==> config.mk <==
export PLATFORM = sky130hd
export DESIGN_NAME = intr_sequencer
export DESIGN_NICKNAME = d
export VERILOG_FILES = /design/src/rtl/intr_sequencer.sv
export SDC_FILE = /design/constraint.sdc
export NUM_CORES = 1
export LEC_CHECK = 0
export ABC_AREA = 1
export CAP_MARGIN = 20
export CORE_MARGIN = 2
export CORE_UTILIZATION = 30
export CTS_CLUSTER_DIAMETER = 30
export DETAILED_ROUTE_END_ITERATION = 16
export PLACE_DENSITY = 0.61
export SYNTH_ARGS = -nofsm -noshare
export SYNTH_HDL_FRONTEND = slang
export SYNTH_SLANG_ARGS = --single-unit
==> constraint.sdc <==
create_clock -name clk -period 2.15 [get_ports clk]
set_input_delay 0.43 -clock clk [delete_from_list [all_inputs] [get_ports clk]]
set_output_delay 0.43 -clock clk [all_outputs]
set_load 0.02 [all_outputs]
==> src/rtl/intr_sequencer.sv <==
`default_nettype none
// +--------------------------------------------------------------------------+
// | Module   : intr_sequencer                                                |
// | Purpose  : Latches edge requests, masks, resolves nested priority and    |
// |            runs the two-pulse INTA handshake returning a vector.         |
// |            Define INTR_ROTATING_PRIORITY_EN for rotating priority.       |
// | Revision : 1.0                                                           |
// +--------------------------------------------------------------------------+
module intr_sequencer #(
   parameter int               NUM_IRQ     = 8,
   parameter int               VEC_W       = 8,
   parameter logic [VEC_W-1:0] VECTOR_BASE = 8'h08
) (
   input  logic               clk,
   input  logic               rst,
   input  logic [NUM_IRQ-1:0] irq_in,
   input  logic               imr_wr,
   input  logic [NUM_IRQ-1:0] imr_data,
   input  logic               eoi,
   input  logic               inta,
   output logic               int_out,
   output logic [VEC_W-1:0]   vector_out,
   output logic               vector_valid,
   output logic [NUM_IRQ-1:0] irr_out,
   output logic [NUM_IRQ-1:0] isr_out,
   output logic [NUM_IRQ-1:0] imr_out
);

   localparam int                 c_idx_w    = $clog2(NUM_IRQ);
   localparam logic [c_idx_w:0]   c_num_irq  = NUM_IRQ[c_idx_w:0];
   localparam logic [c_idx_w-1:0] c_spur_idx = c_idx_w'(NUM_IRQ - 1);

   typedef enum logic [1:0] {
      S_IDLE = 2'd0,
      S_REQ  = 2'd1,
      S_ACK1 = 2'd2
   } state_t;

   // Line index holding priority rank 'rank' when 'ptr' is the top line.
   function automatic logic [c_idx_w-1:0] rot_idx(input logic [c_idx_w-1:0] ptr,
                                                  input logic [c_idx_w-1:0] rank);
      logic [c_idx_w:0] sum;
      sum = {1'b0, ptr} + {1'b0, rank};
      if (sum >= c_num_irq) sum = sum - c_num_irq;
      return sum[c_idx_w-1:0];
   endfunction

   // Returns {found, rank} of the highest-priority set bit.
   function automatic logic [c_idx_w:0] top_rank(input logic [NUM_IRQ-1:0] vec,
                                                 input logic [c_idx_w-1:0] ptr);
      logic [c_idx_w:0] res;
      res = '0;
      for (int k = NUM_IRQ - 1; k >= 0; k--) begin
         if (vec[rot_idx(ptr, k[c_idx_w-1:0])]) res = {1'b1, k[c_idx_w-1:0]};
      end
      return res;
   endfunction

   state_t               r_state, w_state_nxt;
   logic [NUM_IRQ-1:0]   r_irr, r_isr, r_imr, r_irq_q;
   logic                 r_inta_q, r_int_out, r_vvalid;
   logic [VEC_W-1:0]     r_vector;
   logic [c_idx_w-1:0]   r_idx;

   logic [NUM_IRQ-1:0]   w_irr_nxt, w_isr_nxt, w_isr_eoi;
   logic                 w_int_nxt, w_vvalid_nxt, w_inta_rise;
   logic [VEC_W-1:0]     w_vec_nxt;
   logic [c_idx_w-1:0]   w_idx_nxt, w_ptr_cur, w_ptr_eoi, w_eoi_idx, w_win_idx;
   logic [c_idx_w:0]     w_eoi_top, w_win_top, w_isr_top;
   logic                 w_win_valid;

   assign w_inta_rise = inta & ~r_inta_q;

   // EOI is folded in before resolution so a same-edge grant sees the freed slot.
   assign w_eoi_top = top_rank(r_isr, w_ptr_cur);
   assign w_eoi_idx = rot_idx(w_ptr_cur, w_eoi_top[c_idx_w-1:0]);

   always_comb begin
      w_isr_eoi = r_isr;
      if (eoi && w_eoi_top[c_idx_w]) w_isr_eoi[w_eoi_idx] = 1'b0;
   end

`ifdef INTR_ROTATING_PRIORITY_EN
   logic [c_idx_w-1:0] r_ptr;

   assign w_ptr_cur = r_ptr;
   assign w_ptr_eoi = (eoi && w_eoi_top[c_idx_w]) ? rot_idx(w_eoi_idx, c_idx_w'(1)) : r_ptr;

   always_ff @(posedge clk) begin
      if (rst) r_ptr <= '0;
      else     r_ptr <= w_ptr_eoi;
   end
`else
   assign w_ptr_cur = '0;
   assign w_ptr_eoi = '0;
`endif

   assign w_win_top   = top_rank(r_irr & ~r_imr, w_ptr_eoi);
   assign w_isr_top   = top_rank(w_isr_eoi, w_ptr_eoi);
   assign w_win_idx   = rot_idx(w_ptr_eoi, w_win_top[c_idx_w-1:0]);
   assign w_win_valid = w_win_top[c_idx_w] &&
                        (!w_isr_top[c_idx_w] ||
                         (w_win_top[c_idx_w-1:0] < w_isr_top[c_idx_w-1:0]));

   always_comb begin
      w_state_nxt  = r_state;
      w_irr_nxt    = r_irr | (irq_in & ~r_irq_q);
      w_isr_nxt    = w_isr_eoi;
      w_idx_nxt    = r_idx;
      w_int_nxt    = r_int_out;
      w_vec_nxt    = r_vector;
      w_vvalid_nxt = 1'b0;
      case (r_state)
         S_IDLE: begin
            if (w_win_valid) begin
               w_state_nxt = S_REQ;
               w_int_nxt   = 1'b1;
            end
         end
         S_REQ: begin
            if (w_inta_rise) begin
               w_state_nxt = S_ACK1;
               w_int_nxt   = 1'b0;
               if (w_win_valid) begin
                  w_isr_nxt[w_win_idx] = 1'b1;
                  w_irr_nxt[w_win_idx] = 1'b0;
                  w_idx_nxt            = w_win_idx;
               end else begin
                  w_idx_nxt = c_spur_idx;
               end
            end
         end
         S_ACK1: begin
            if (w_inta_rise) begin
               w_state_nxt  = S_IDLE;
               w_vec_nxt    = VECTOR_BASE + VEC_W'(r_idx);
               w_vvalid_nxt = 1'b1;
            end
         end
         default: w_state_nxt = S_IDLE;
      endcase
   end

   always_ff @(posedge clk) begin
      if (rst) begin
         r_state   <= S_IDLE;
         r_irr     <= '0;
         r_isr     <= '0;
         r_imr     <= '0;
         r_irq_q   <= '0;
         r_inta_q  <= 1'b0;
         r_int_out <= 1'b0;
         r_vector  <= '0;
         r_vvalid  <= 1'b0;
         r_idx     <= '0;
      end else begin
         r_state   <= w_state_nxt;
         r_irr     <= w_irr_nxt;
         r_isr     <= w_isr_nxt;
         r_imr     <= imr_wr ? imr_data : r_imr;
         r_irq_q   <= irq_in;
         r_inta_q  <= inta;
         r_int_out <= w_int_nxt;
         r_vector  <= w_vec_nxt;
         r_vvalid  <= w_vvalid_nxt;
         r_idx     <= w_idx_nxt;
      end
   end

   assign int_out      = r_int_out;
   assign vector_out   = r_vector;
   assign vector_valid = r_vvalid;
   assign irr_out      = r_irr;
   assign isr_out      = r_isr;
   assign imr_out      = r_imr;

endmodule
`default_nettype wire

==> key figures <==
Outcome
  • Failing checks: negative setup slack
  • Status: complete, but fails checks

Worst setup path
  • Max stage delay cell, worst path: dfxtp_4
  • Req. time, crit path: 2.34 ns
  • CP Cell Sequence: inv_2 > nand2_1 > nand2_1 > nand2_1 > nand2_1 > nand2_1 > nand2_2 > nand2_4 > inv_2 > nand2_2 > o21ai_4 > nand2_2 > nor3_4 > o21ai_1 > ha_1 > nand2_1 > inv_1 > nand2_1 > nand2_2 > nand2_4 > nand4_1 > o21ai_1 > inv_1
  • Critical path's most frequent cell: nand2_1
  • Worst stage delay on the critical path: 0.36 ns
  • Critical Path Start Type: register
  • R2R cell count: 23
  • Worst EP arrival: 2.69 ns
  • CP Class: register to register
  • Crit Path Max Fanout: 6
  • CP Capture Type: register

Power
  • Sw Ratio: 0.297
  • Comb power frac: 0.276
  • P_leak: 1.49 nW
  • NetSw: 0.627 mW
  • VDD IR-drop max: 421 uV
  • Flop pwr share: 0.429
  • Internal power component: 1.48 mW
  • Total Power: 2.11 mW
  • Pwr/cell area: 668 nW/um^2
  • Clock power frac: 0.294

Logic synthesis
  • Sequential area share after synthesis: 0.422
  • Synth Register Bits: 44
  • Mapped Area: 2090 sq um
  • Post-Syn Instances: 299
  • Ys async rst share: 0
  • Ys flop type: dfxtp_1
  • Avg Cell Area, Syn: 6.99 sq um
  • Yosys cell types: 32
  • Syn. warnings: 0
  • Cell taking the most area after synthesis: dfxtp_1
  • Synth top area cells: dfxtp_1 42%, nor2_1 10%, inv_1 9.2%, nand2_1 6.3%, a21oi_1 4.8%
  • Post-synth EDFFs: 0
  • Area share of the leading cell type in the synthesized netlist: 0.422

Place
  • Dpl cells: 459
  • GP Congestion: 0.857
  • Detail Placement HPWL: 4.05 mm
  • Placed Instance Area: 2950 sq um
  • Port bufs: 50

GRT
  • First-pass GRT wire length: 8.69 mm
  • Vias in the first global route: 1985
  • Grt total ovfl: 0
  • Antenna violations before repair: 0
  • Largest net degree at the start of global routing: 32
  • Total GRT Usage: 0.144

STA
  • Fin crit share: 1.16
  • RSZ-0062 raised after global routing: true
  • Setup violators final: 21
  • Max Freq: 401 MHz
  • PnR worst setup slack: -0.345 ns
  • Min cycle time layout: 2.50 ns
  • Clk_skew: 0.00696 ns
  • Final slew viol count: 0
  • Final hold vios: 0

Finish
  • N_diodes: 0
  • Fin area: 3160 sq um
  • Final Util: 0.468
  • Layout cells sized above 1: 0.244
  • # nets final: 416
  • Fill count: 696
  • Non-filler cells, final: 474
  • P&R area growth vs syn: 51.3%

Clocking
  • Clock sinks: 44
  • Root Driver: clkbuf_8
  • Worst skew pair latency: 0.30 ns
  • CTS tree: built
  • CTS max path bufs: 2
  • Total CTS buffers: 5
  • Number of H-tree levels: 2
  • Clock-pin slew on the worst setup and hold paths: 0.08 ns
  • Hold_buf cts: 0

Floorplanning
  • IO Pins: 55
  • FP Rows: 30
  • Die H: 87.5 microns
  • Die area: 7650 sq um
  • DIE WIDTH: 87.5 microns
  • Core Footprint: 6760 sq um
  • Initial core utilization: 0.309

Run
  • Max_cap viols: 0

Detailed routing
  • ANT nets after route: 0
  • Vias: 2108
  • Routed len/inst: 11.1 microns
  • Final wirelength: 5.25 mm
  • DRC Markers: 0
  • Routed vias/inst: 4.45
  • First-pass DRT Iterations: 4
  • Initial drt markers: 104

Min path
  • Hold Crit Depth: 2
  • Hold/Removal Path Class: register to register
[power groups by stage]
| stage | logic, mW | registers, mW | clock network (mW) |
|---|---|---|---|
| final | 0.583 | 0.906 | 0.621 |
| after global routing | 0.646 | 0.914 | 0.677 |
| after CTS | 0.574 | 0.906 | 0.638 |
| after detailed placement | 0.562 | 0.924 | 0 |
| after global placement | 0.559 | 0.925 | 0 |
| after floorplan | 0.291 | 0.963 | 0 |
[kinds of logic after synthesis]
group / share of synthesized area
AO/OA/AOI/OAI: 0.134
adder cells (fa/ha/maj): 0.0120
buffers and inverters: 0.132
flip-flops: 0.422
other: 0.00179
AND/OR/NAND/NOR: 0.299
[critical path, delay by kind of cell (launching register included)]
kind,cells,cell delay (ns)
flops,1,0.36
simple gates,15,1.19
fa+ha+maj,1,0.31
buf+inv,4,0.17
compound gates,3,0.39
[synthesized netlist by cell type, types with 2 or more instances]
master	count
clkbuf_1	4
o21ai_1	11
nand3_1	4
nor2_1	58
dfxtp_1	44
nand4_2	2
nand4_1	8
a21oi_1	20
buf_4	4
nand2_4	2
nand2_2	5
inv_1	51
o21ai_0	17
inv_2	4
nor3_1	9
or2_2	3
or2_1	2
nand2_1	35
nor2_2	2
ha_1	2
[path summary, 6_finish.rpt]
kind	from	slack [ns]	endpoint
hold reg to reg	r_idx[0]	0.47	vector_out[0]
hold / removal	r_idx[0]	0.47	vector_out[0]
setup reg to reg	isr_out[6]	-0.35	irr_out[7]
setup / recovery	isr_out[6]	-0.35	irr_out[7]
[timing repair]
item                                    CTS  global route
gates cloned                              1             0
endpoints found under the hold margin     0             0
pin swaps                                 3             0
gates resized for setup                   4            11
endpoints found under the setup margin   21            21
setup buffers                             4             2
[registers in the layout, indices dropped and copies added (netlist names)]
name,count
r_idx,3
imr_out,8
isr_out,8
vector_valid,1
r_irq_q,8
irr_out,8
r_inta_q,1
vector_out,4
int_out,1
r_state,2
[per-layer routing]
metal / GRT usage / share of wire / vias to the layer above
met5: 0 / 0 / -
met4: 0.0476 / 0.018 / 0
met3: 0.0313 / 0.043 / 8
met2: 0.237 / 0.47 / 45
met1: 0.185 / 0.47 / 942
li1: - / - / 1113
[placed cells by master (no fill, tap or decap), types with 11 or more instances in the layout]
master and count:
buf_4 43, clkdlybuf4s50_1 49, dfxtp_1 36, o21ai_1 11, nor2_1 54, o21ai_0 16
a21oi_1 17, inv_1 49, nand2_1 32
[area by class of cell]
class,count,area [sq um],share of cell area
tap,80,100,0.0317
multi-input combinational,193,1000,0.317
clock buffer,5,68.8,0.0218
sequential,44,898,0.284
timing repair buffer,94,842,0.266
clock inverter,3,42.5,0.0135
inverter,55,206,0.0653
[through the flow]
stage          worst slack [ns]  hold slack, ns  setup TNS, ns
2_1_floorplan            -0.138           0.429          -1.90
3_3_place_gp             -0.591           0.459         -11.14
3_5_place_dp             -0.671           0.464         -12.76
4_1_cts                  -0.344           0.476          -5.77
5_1_grt                  -0.570           0.502         -10.01
6_report                 -0.345           0.471          -5.82
Power figures use the tool's default switching activity.
